$ cat config.mk
export PLATFORM = sky130hd
export DESIGN_NAME = mole_scheduler
export DESIGN_NICKNAME = d
export VERILOG_FILES = /design/src/rtl/mole_pkg.sv /design/src/rtl/mole_lfsr.sv /design/src/rtl/mole_scheduler.sv
export SDC_FILE = /design/constraint.sdc
export NUM_CORES = 1
export LEC_CHECK = 0
export BUFFER_PORTS_ARGS = -buffer_cell sky130_fd_sc_hd__buf_2
export CORE_ASPECT_RATIO = 0.5
export CORE_MARGIN = 2
export CORE_UTILIZATION = 55
export CTS_CLUSTER_SIZE = 25
export DETAILED_ROUTE_END_ITERATION = 7
export GPL_TIMING_DRIVEN = 0
export PLACE_DENSITY = 0.71
export SLEW_MARGIN = 20
export SYNTH_ARGS = -nofsm -noshare
export SYNTH_HDL_FRONTEND = slang
export SYNTH_SLANG_ARGS = --single-unit
export TNS_END_PERCENT = 1
$ cat constraint.sdc
create_clock -name clock -period 4.1 [get_ports clock]
set_clock_uncertainty 0.15 [all_clocks]
set_input_delay 0.205 -clock clock [delete_from_list [all_inputs] [get_ports clock]]
set_output_delay 0.205 -clock clock [all_outputs]
set_load 0.05 [all_outputs]
$ cat src/rtl/mole_pkg.sv
// Shared types and constants for the mole scheduler and its LFSR.
package mole_pkg;

    localparam int NUM_HOLES = 5;
    localparam int LIFE_W    = 4;

    // Fibonacci taps 8,6,5,4 as a mask over state bits [7:0]
    localparam logic [7:0] LFSR_TAPS = 8'b1011_1000;

    // hitIndex encoding: FIRST..LAST select hole 0..NUM_HOLES-1, anything else is no target
    localparam logic [2:0] HIT_IDX_FIRST = 3'd1;
    localparam logic [2:0] HIT_IDX_LAST  = 3'd5;

    typedef enum logic [1:0] {
        HOLE_EMPTY    = 2'd0,
        HOLE_UP       = 2'd1,
        HOLE_COOLDOWN = 2'd2
    } hole_state_t;

    // Candidate hole from the low LFSR bits; 5/6/7 fold back onto holes 0/1/2
    function automatic logic [2:0] lfsr_to_hole(input logic [7:0] state);
        logic [2:0] low;
        low = state[2:0];
        return (low >= 3'(NUM_HOLES)) ? low - 3'(NUM_HOLES) : low;
    endfunction

    function automatic logic [2:0] count_ones(input logic [NUM_HOLES-1:0] v);
        logic [2:0] n;
        n = '0;
        for (int i = 0; i < NUM_HOLES; i++) begin
            n = n + {2'b00, v[i]};
        end
        return n;
    endfunction

endpackage

$ cat src/rtl/mole_lfsr.sv
// Free-running 8-bit Fibonacci LFSR used to pick spawn candidates.
module mole_lfsr #(
    parameter logic [7:0] SEED = 8'hA5
) (
    input  logic       clock,
    input  logic       reset,
    output logic [7:0] state
);
    import mole_pkg::*;

    logic feedback;

    assign feedback = ^(state & LFSR_TAPS);

    // Shift left every clock, feedback into bit 0; SEED must be non-zero
    always_ff @(posedge clock or posedge reset) begin
        if (reset) begin
            state <= SEED;
        end else begin
            state <= {state[6:0], feedback};
        end
    end

endmodule

$ cat src/rtl/mole_scheduler.sv
// Mole scheduler: spawns moles on enabled ticks, ages them, and resolves
// player hit edges into hit/miss strobes and expiries into escape strobes.
//
// hole state    | meaning
// HOLE_EMPTY    | nothing raised, eligible for spawn
// HOLE_UP       | mole raised, life holds remaining ticks
// HOLE_COOLDOWN | mole just escaped, held out for one enabled tick
module mole_scheduler #(
    parameter int         NUM_HOLES = 5,
    parameter logic [7:0] LFSR_SEED = 8'hA5
) (
    input  logic                 clock,
    input  logic                 reset,
    input  logic                 enable,
    input  logic                 clear,
    input  logic                 tick,
    input  logic                 hitValid,
    input  logic [2:0]           hitIndex,
    input  logic [2:0]           maxUp,
    input  logic [3:0]           upTime,
    output logic [NUM_HOLES-1:0] molesUp,
    output logic [2:0]           activeCount,
    output logic                 hitPulse,
    output logic                 missPulse,
    output logic                 escapePulse
);
    import mole_pkg::*;

    hole_state_t          state_q [NUM_HOLES];
    hole_state_t          state_d [NUM_HOLES];
    logic [LIFE_W-1:0]    life_q  [NUM_HOLES];
    logic [LIFE_W-1:0]    life_d  [NUM_HOLES];
    logic [7:0]           lfsr_state;
    logic                 hit_prev;
    logic                 hit_event;
    logic                 hit_in_range;
    logic [2:0]           hit_target;
    logic [2:0]           spawn_hole;
    logic [LIFE_W-1:0]    spawn_life;
    logic [NUM_HOLES-1:0] expired;
    logic [NUM_HOLES-1:0] up_d;
    logic                 hit_d;
    logic                 miss_d;
    logic                 escape_d;

    mole_lfsr #(
        .SEED (LFSR_SEED)
    ) u_lfsr (
        .clock (clock),
        .reset (reset),
        .state (lfsr_state)
    );

    assign hit_event    = hitValid & ~hit_prev;
    assign hit_in_range = (hitIndex >= HIT_IDX_FIRST) && (hitIndex <= HIT_IDX_LAST);
    assign hit_target   = hitIndex - HIT_IDX_FIRST;
    assign spawn_hole   = lfsr_to_hole(lfsr_state);
    assign spawn_life   = (upTime == '0) ? LIFE_W'(1) : upTime;

    // Next hole states and event strobes; all decisions use the pre-edge state
    // so a hole leaving cooldown cannot respawn and a hit overrides an expiry.
    always_comb begin
        for (int i = 0; i < NUM_HOLES; i++) begin
            state_d[i] = state_q[i];
            life_d[i]  = life_q[i];
        end
        expired  = '0;
        hit_d    = 1'b0;
        miss_d   = 1'b0;
        escape_d = 1'b0;

        if (clear) begin
            for (int i = 0; i < NUM_HOLES; i++) begin
                state_d[i] = HOLE_EMPTY;
                life_d[i]  = '0;
            end
        end else if (enable) begin
            if (tick) begin
                for (int i = 0; i < NUM_HOLES; i++) begin
                    case (state_q[i])
                        HOLE_UP: begin
                            if (life_q[i] <= LIFE_W'(1)) begin
                                state_d[i] = HOLE_COOLDOWN;
                                life_d[i]  = '0;
                                expired[i] = 1'b1;
                            end else begin
                                life_d[i] = life_q[i] - LIFE_W'(1);
                            end
                        end
                        HOLE_COOLDOWN: state_d[i] = HOLE_EMPTY;
                        default:       state_d[i] = state_q[i];
                    endcase
                end
                if ((state_q[spawn_hole] == HOLE_EMPTY) && (activeCount < maxUp)) begin
                    state_d[spawn_hole] = HOLE_UP;
                    life_d[spawn_hole]  = spawn_life;
                end
            end

            if (hit_event && hit_in_range) begin
                if (state_q[hit_target] == HOLE_UP) begin
                    state_d[hit_target] = HOLE_EMPTY;
                    life_d[hit_target]  = '0;
                    expired[hit_target] = 1'b0;
                    hit_d               = 1'b1;
                end else begin
                    miss_d = 1'b1;
                end
            end

            escape_d = |expired;
        end

        for (int i = 0; i < NUM_HOLES; i++) begin
            up_d[i] = (state_d[i] == HOLE_UP);
        end
    end

    // Register hole state, edge history and every output
    always_ff @(posedge clock or posedge reset) begin
        if (reset) begin
            for (int i = 0; i < NUM_HOLES; i++) begin
                state_q[i] <= HOLE_EMPTY;
                life_q[i]  <= '0;
            end
            hit_prev    <= 1'b0;
            molesUp     <= '0;
            activeCount <= '0;
            hitPulse    <= 1'b0;
            missPulse   <= 1'b0;
            escapePulse <= 1'b0;
        end else begin
            for (int i = 0; i < NUM_HOLES; i++) begin
                state_q[i] <= state_d[i];
                life_q[i]  <= life_d[i];
            end
            hit_prev    <= hitValid;
            molesUp     <= up_d;
            activeCount <= count_ones(up_d);
            hitPulse    <= hit_d;
            missPulse   <= miss_d;
            escapePulse <= escape_d;
        end
    end

endmodule

==> results.tsv <==
metric	value	unit
wl_per_cell	17.2	um
drt_pre_antenna_iters	5	
mux_cell_area_share_after_synthesis	3.93	%
grt_util_all_layers	27.1	%
io_pins	27	
portBuffers	25	
setup.worst_path.start_class	flop	
netlist_top_cells_area	sky130_fd_sc_hd__dfrtp_1 (33%), sky130_fd_sc_hd__ha_1 (8.0%), sky130_fd_sc_hd__nand2_1 (4.9%)	
vias	3043	
antenna_violations_before_repair	0	
first_iter_violations	265	
floorplan.rows	20	
finalNetCount	460	
number_of_cts_inserted_buffers	5	
timing.final.hold_violations	0	
grt_max_degree	32	
synth.top_cell.area_share	33.5	%
grt_pass1_vias	2842	
worst_vdd_rail_ir_drop	0.145	mV
worst_slew_margin_rel	64.1	%
grt_first_pass_wirelength	13900	um
synth-async-reset-ratio	100	%
core_area	0.00606	sq mm
fmaxAchievable	258	MHz
fp.dieW	116	um
finalCritPeriodShare	94.6	%
synth-edff-count	0	
globalRouteMet3Util	7.71	%
routed_wl	8760	um
postSynthNetCount	425	
worst_setup_path_end_kind	flop	
synthesized_area_fraction_occupied_by_ao_oa_aoi_and_oai_cells	21.1	%
ant_nets	0	
post_drt_via_cell_ratio	5.98	
synth.largest_area_cell	sky130_fd_sc_hd__dfrtp_1	
netlist_area	0.00344	sq mm
grt_most_used_layer	met2	
cts_root_buffer	sky130_fd_sc_hd__clkbuf_16	
synth_top_family_by_area	simple AND/OR/NAND/NOR gates	
layout_min_cycle_time	3880	ps
post_synth_simple_gate_area	23.1	%
power.density_cell_area	290	mW/mm^2
global_route.overflow_total	0	
cts_resized	0	
status	completed	
hold_path.class	in2reg	
tightest_slew	534	ps
n_antenna_cell	0	
critPathRequiredTime	4140	ps
synth_area_per_inst	8.93	sq um
cts_htree_levels	2	
cts-root-to-sink-buffers	2	
synth_cell_types	69	
detailed_place.area	0.00369	sq mm
grt_setup_unrepaired	no	
route.detailed.drc	0	
yosysWarnings	0	
grt_use_met1	37.5	%
critPathKind	reg2reg	
synthCells	385	
die_area	0.00694	sq mm
yosys.area_share.xor_xnor	1.53	%
synth_adder_area_share	9.17	%
timing_max_transition_violations_final	0	
synth.ff_latch_count	50	
place.detailed.hpwl	6500	um
totalNegativeSetupSlack	0	ps
postSynth.topFlopCell	sky130_fd_sc_hd__dfrtp_1	
ys_seq_area_share	36.5	%
dieHeight	59.9	um
critical_path.max_fanout	6	
gp_routability_congestion	0.900	
tritoncts	yes	
drive_above_1_share	14.5	%
design_area	0.00389	sq mm
worst_skew_pair.late_latency	300	ps
p_leak	1.72	nW
cts_num_sinks	50	
clk_pin_slew	70	ps
initial_utilization	56.8	%
area_delta_synth_final	13.1	%
setup_viol	0	
grtUsageMet2	41.5	%
crit_arrival	3920	ps
drv.max_cap_violation_count	0	
[critical path: stages, from the launching register on]
cell	delay [ps]
sky130_fd_sc_hd__dfstp_2	590
sky130_fd_sc_hd__inv_1	70
sky130_fd_sc_hd__ha_1	330
sky130_fd_sc_hd__o21a_1	180
sky130_fd_sc_hd__a21oi_1	260
sky130_fd_sc_hd__and4b_1	240
sky130_fd_sc_hd__clkbuf_1	260
sky130_fd_sc_hd__and2b_1	260
sky130_fd_sc_hd__a21oi_1	80
sky130_fd_sc_hd__a21oi_1	340
sky130_fd_sc_hd__fa_1	480
sky130_fd_sc_hd__inv_1	80
sky130_fd_sc_hd__fa_1	160
sky130_fd_sc_hd__inv_1	40
sky130_fd_sc_hd__ha_1	260
[layer usage]
| layer | part of all wire [%] | vias up | wire length, um |
|---|---|---|---|
| met1 | 48 | 1476 | 4220 |
| met3 | 7.5 | 11 | 659 |
| met5 | 0 | - | 0 |
| met4 | 0.98 | 0 | 86 |
| met2 | 43 | 100 | 3790 |
| li1 | - | 1456 | - |
[flip-flops by register name (all words and copies together), names as in the netlist]
name and count:
state_q 10, hit_prev 1, molesUp 5, missPulse 1, escapePulse 1, life_q 20
hitPulse 1, activeCount 3, u_lfsr.state 8
[path summary, 6_finish.rpt]
path | startpoint | to | slack [ps] | cells past startpoint
worst max-delay path | u_lfsr.state[0]$_DFF_PP1_ | activeCount[1]$_DFF_PP0_ | 220 | 14
worst min-delay path | hitIndex[0] | missPulse$_DFF_PP0_ | 150 | 3
worst max register to register | u_lfsr.state[0]$_DFF_PP1_ | activeCount[1]$_DFF_PP0_ | 220 | 14
worst min register to register | u_lfsr.state[6]$_DFF_PP0_ | u_lfsr.state[7]$_DFF_PP1_ | 210 | 0
max in group asynchronous | reset | life_q[2]$_DFFE_PP0P_ | 2990 | 4
min in group asynchronous | reset | life_q[14]$_DFFE_PP0P_ | 300 | 3
[cells in the final DEF (no fill, tap or decap), types with 6 or more instances in the layout]
cell,synthesis,routed
sky130_fd_sc_hd__nand3_1,8,8
sky130_fd_sc_hd__mux2i_1,12,12
sky130_fd_sc_hd__inv_1,30,29
sky130_fd_sc_hd__ha_1,22,22
sky130_fd_sc_hd__clkbuf_1,7,7
sky130_fd_sc_hd__buf_2,2,27
sky130_fd_sc_hd__nand2b_1,11,11
sky130_fd_sc_hd__a22o_1,8,8
sky130_fd_sc_hd__nor3_1,10,10
sky130_fd_sc_hd__o21ai_0,31,31
sky130_fd_sc_hd__o31ai_1,6,6
sky130_fd_sc_hd__dfrtp_1,46,46
sky130_fd_sc_hd__a21oi_1,20,20
sky130_fd_sc_hd__nor2_1,26,26
sky130_fd_sc_hd__nand2_1,45,45
[per-stage QoR]
step | hold slack (ps) | power (mW) | utilization [%] | instances | setup slack, ps
finish | 153 | 1.13 | 64.2 | 509 | 220
global route | 165 | 1.17 | 64.2 | 509 | 75.5
CTS | 137 | 1.13 | 64.2 | 509 | 265
detailed placement | 76.6 | 0.637 | 61.0 | 499 | 296
global placement | 188 | 0.631 | 60.7 | 498 | 360
floorplan | 86.4 | 0.593 | - | 385 | 638
[Yosys cell counts, drive strengths merged (5+ instances only)]
master and count:
a21oi 21, a22o 8, clkbuf 7, dfrtp 46
ha 22, inv 30, mux2i 12, nand2 45
nand2b 11, nand3 8, nor2 27, nor3 13
o211ai 5, o21ai 35, o31ai 7, or2 6
[timing repair]
action,in CTS,in global routing
setup buffers,0,0
hold endpoints to repair,16,0
hold buffers,2,0
[where the power goes]
| group | switching, mW | internal [mW] | total, mW |
|---|---|---|---|
| clock network | 0.203 | 0.292 | 0.496 |
| logic | 0.0871 | 0.0405 | 0.128 |
| registers | 0.00461 | 0.499 | 0.503 |
| total | 0.295 | 0.832 | 1.13 |
[logic make-up after synthesis]
kind of cell / after synthesis
AO/OA/AOI/OAI: 107
adder cells (fa/ha/maj): 24
flip-flops: 50
AND/OR/NAND/NOR: 145
buffers and inverters: 40
multiplexers: 13
XOR/XNOR: 6
[layout make-up]
type	count	area, sq um
plain buffers	10	47.5
multi-input cells	295	2020
fillers	510	2170
clock inverters	3	48.8
well taps	88	110
clock buffers	5	125
flip-flops and latches	50	1260
inverters	30	113
repair buffers	28	165
Note: power is estimated with default switching activity, not from simulation.
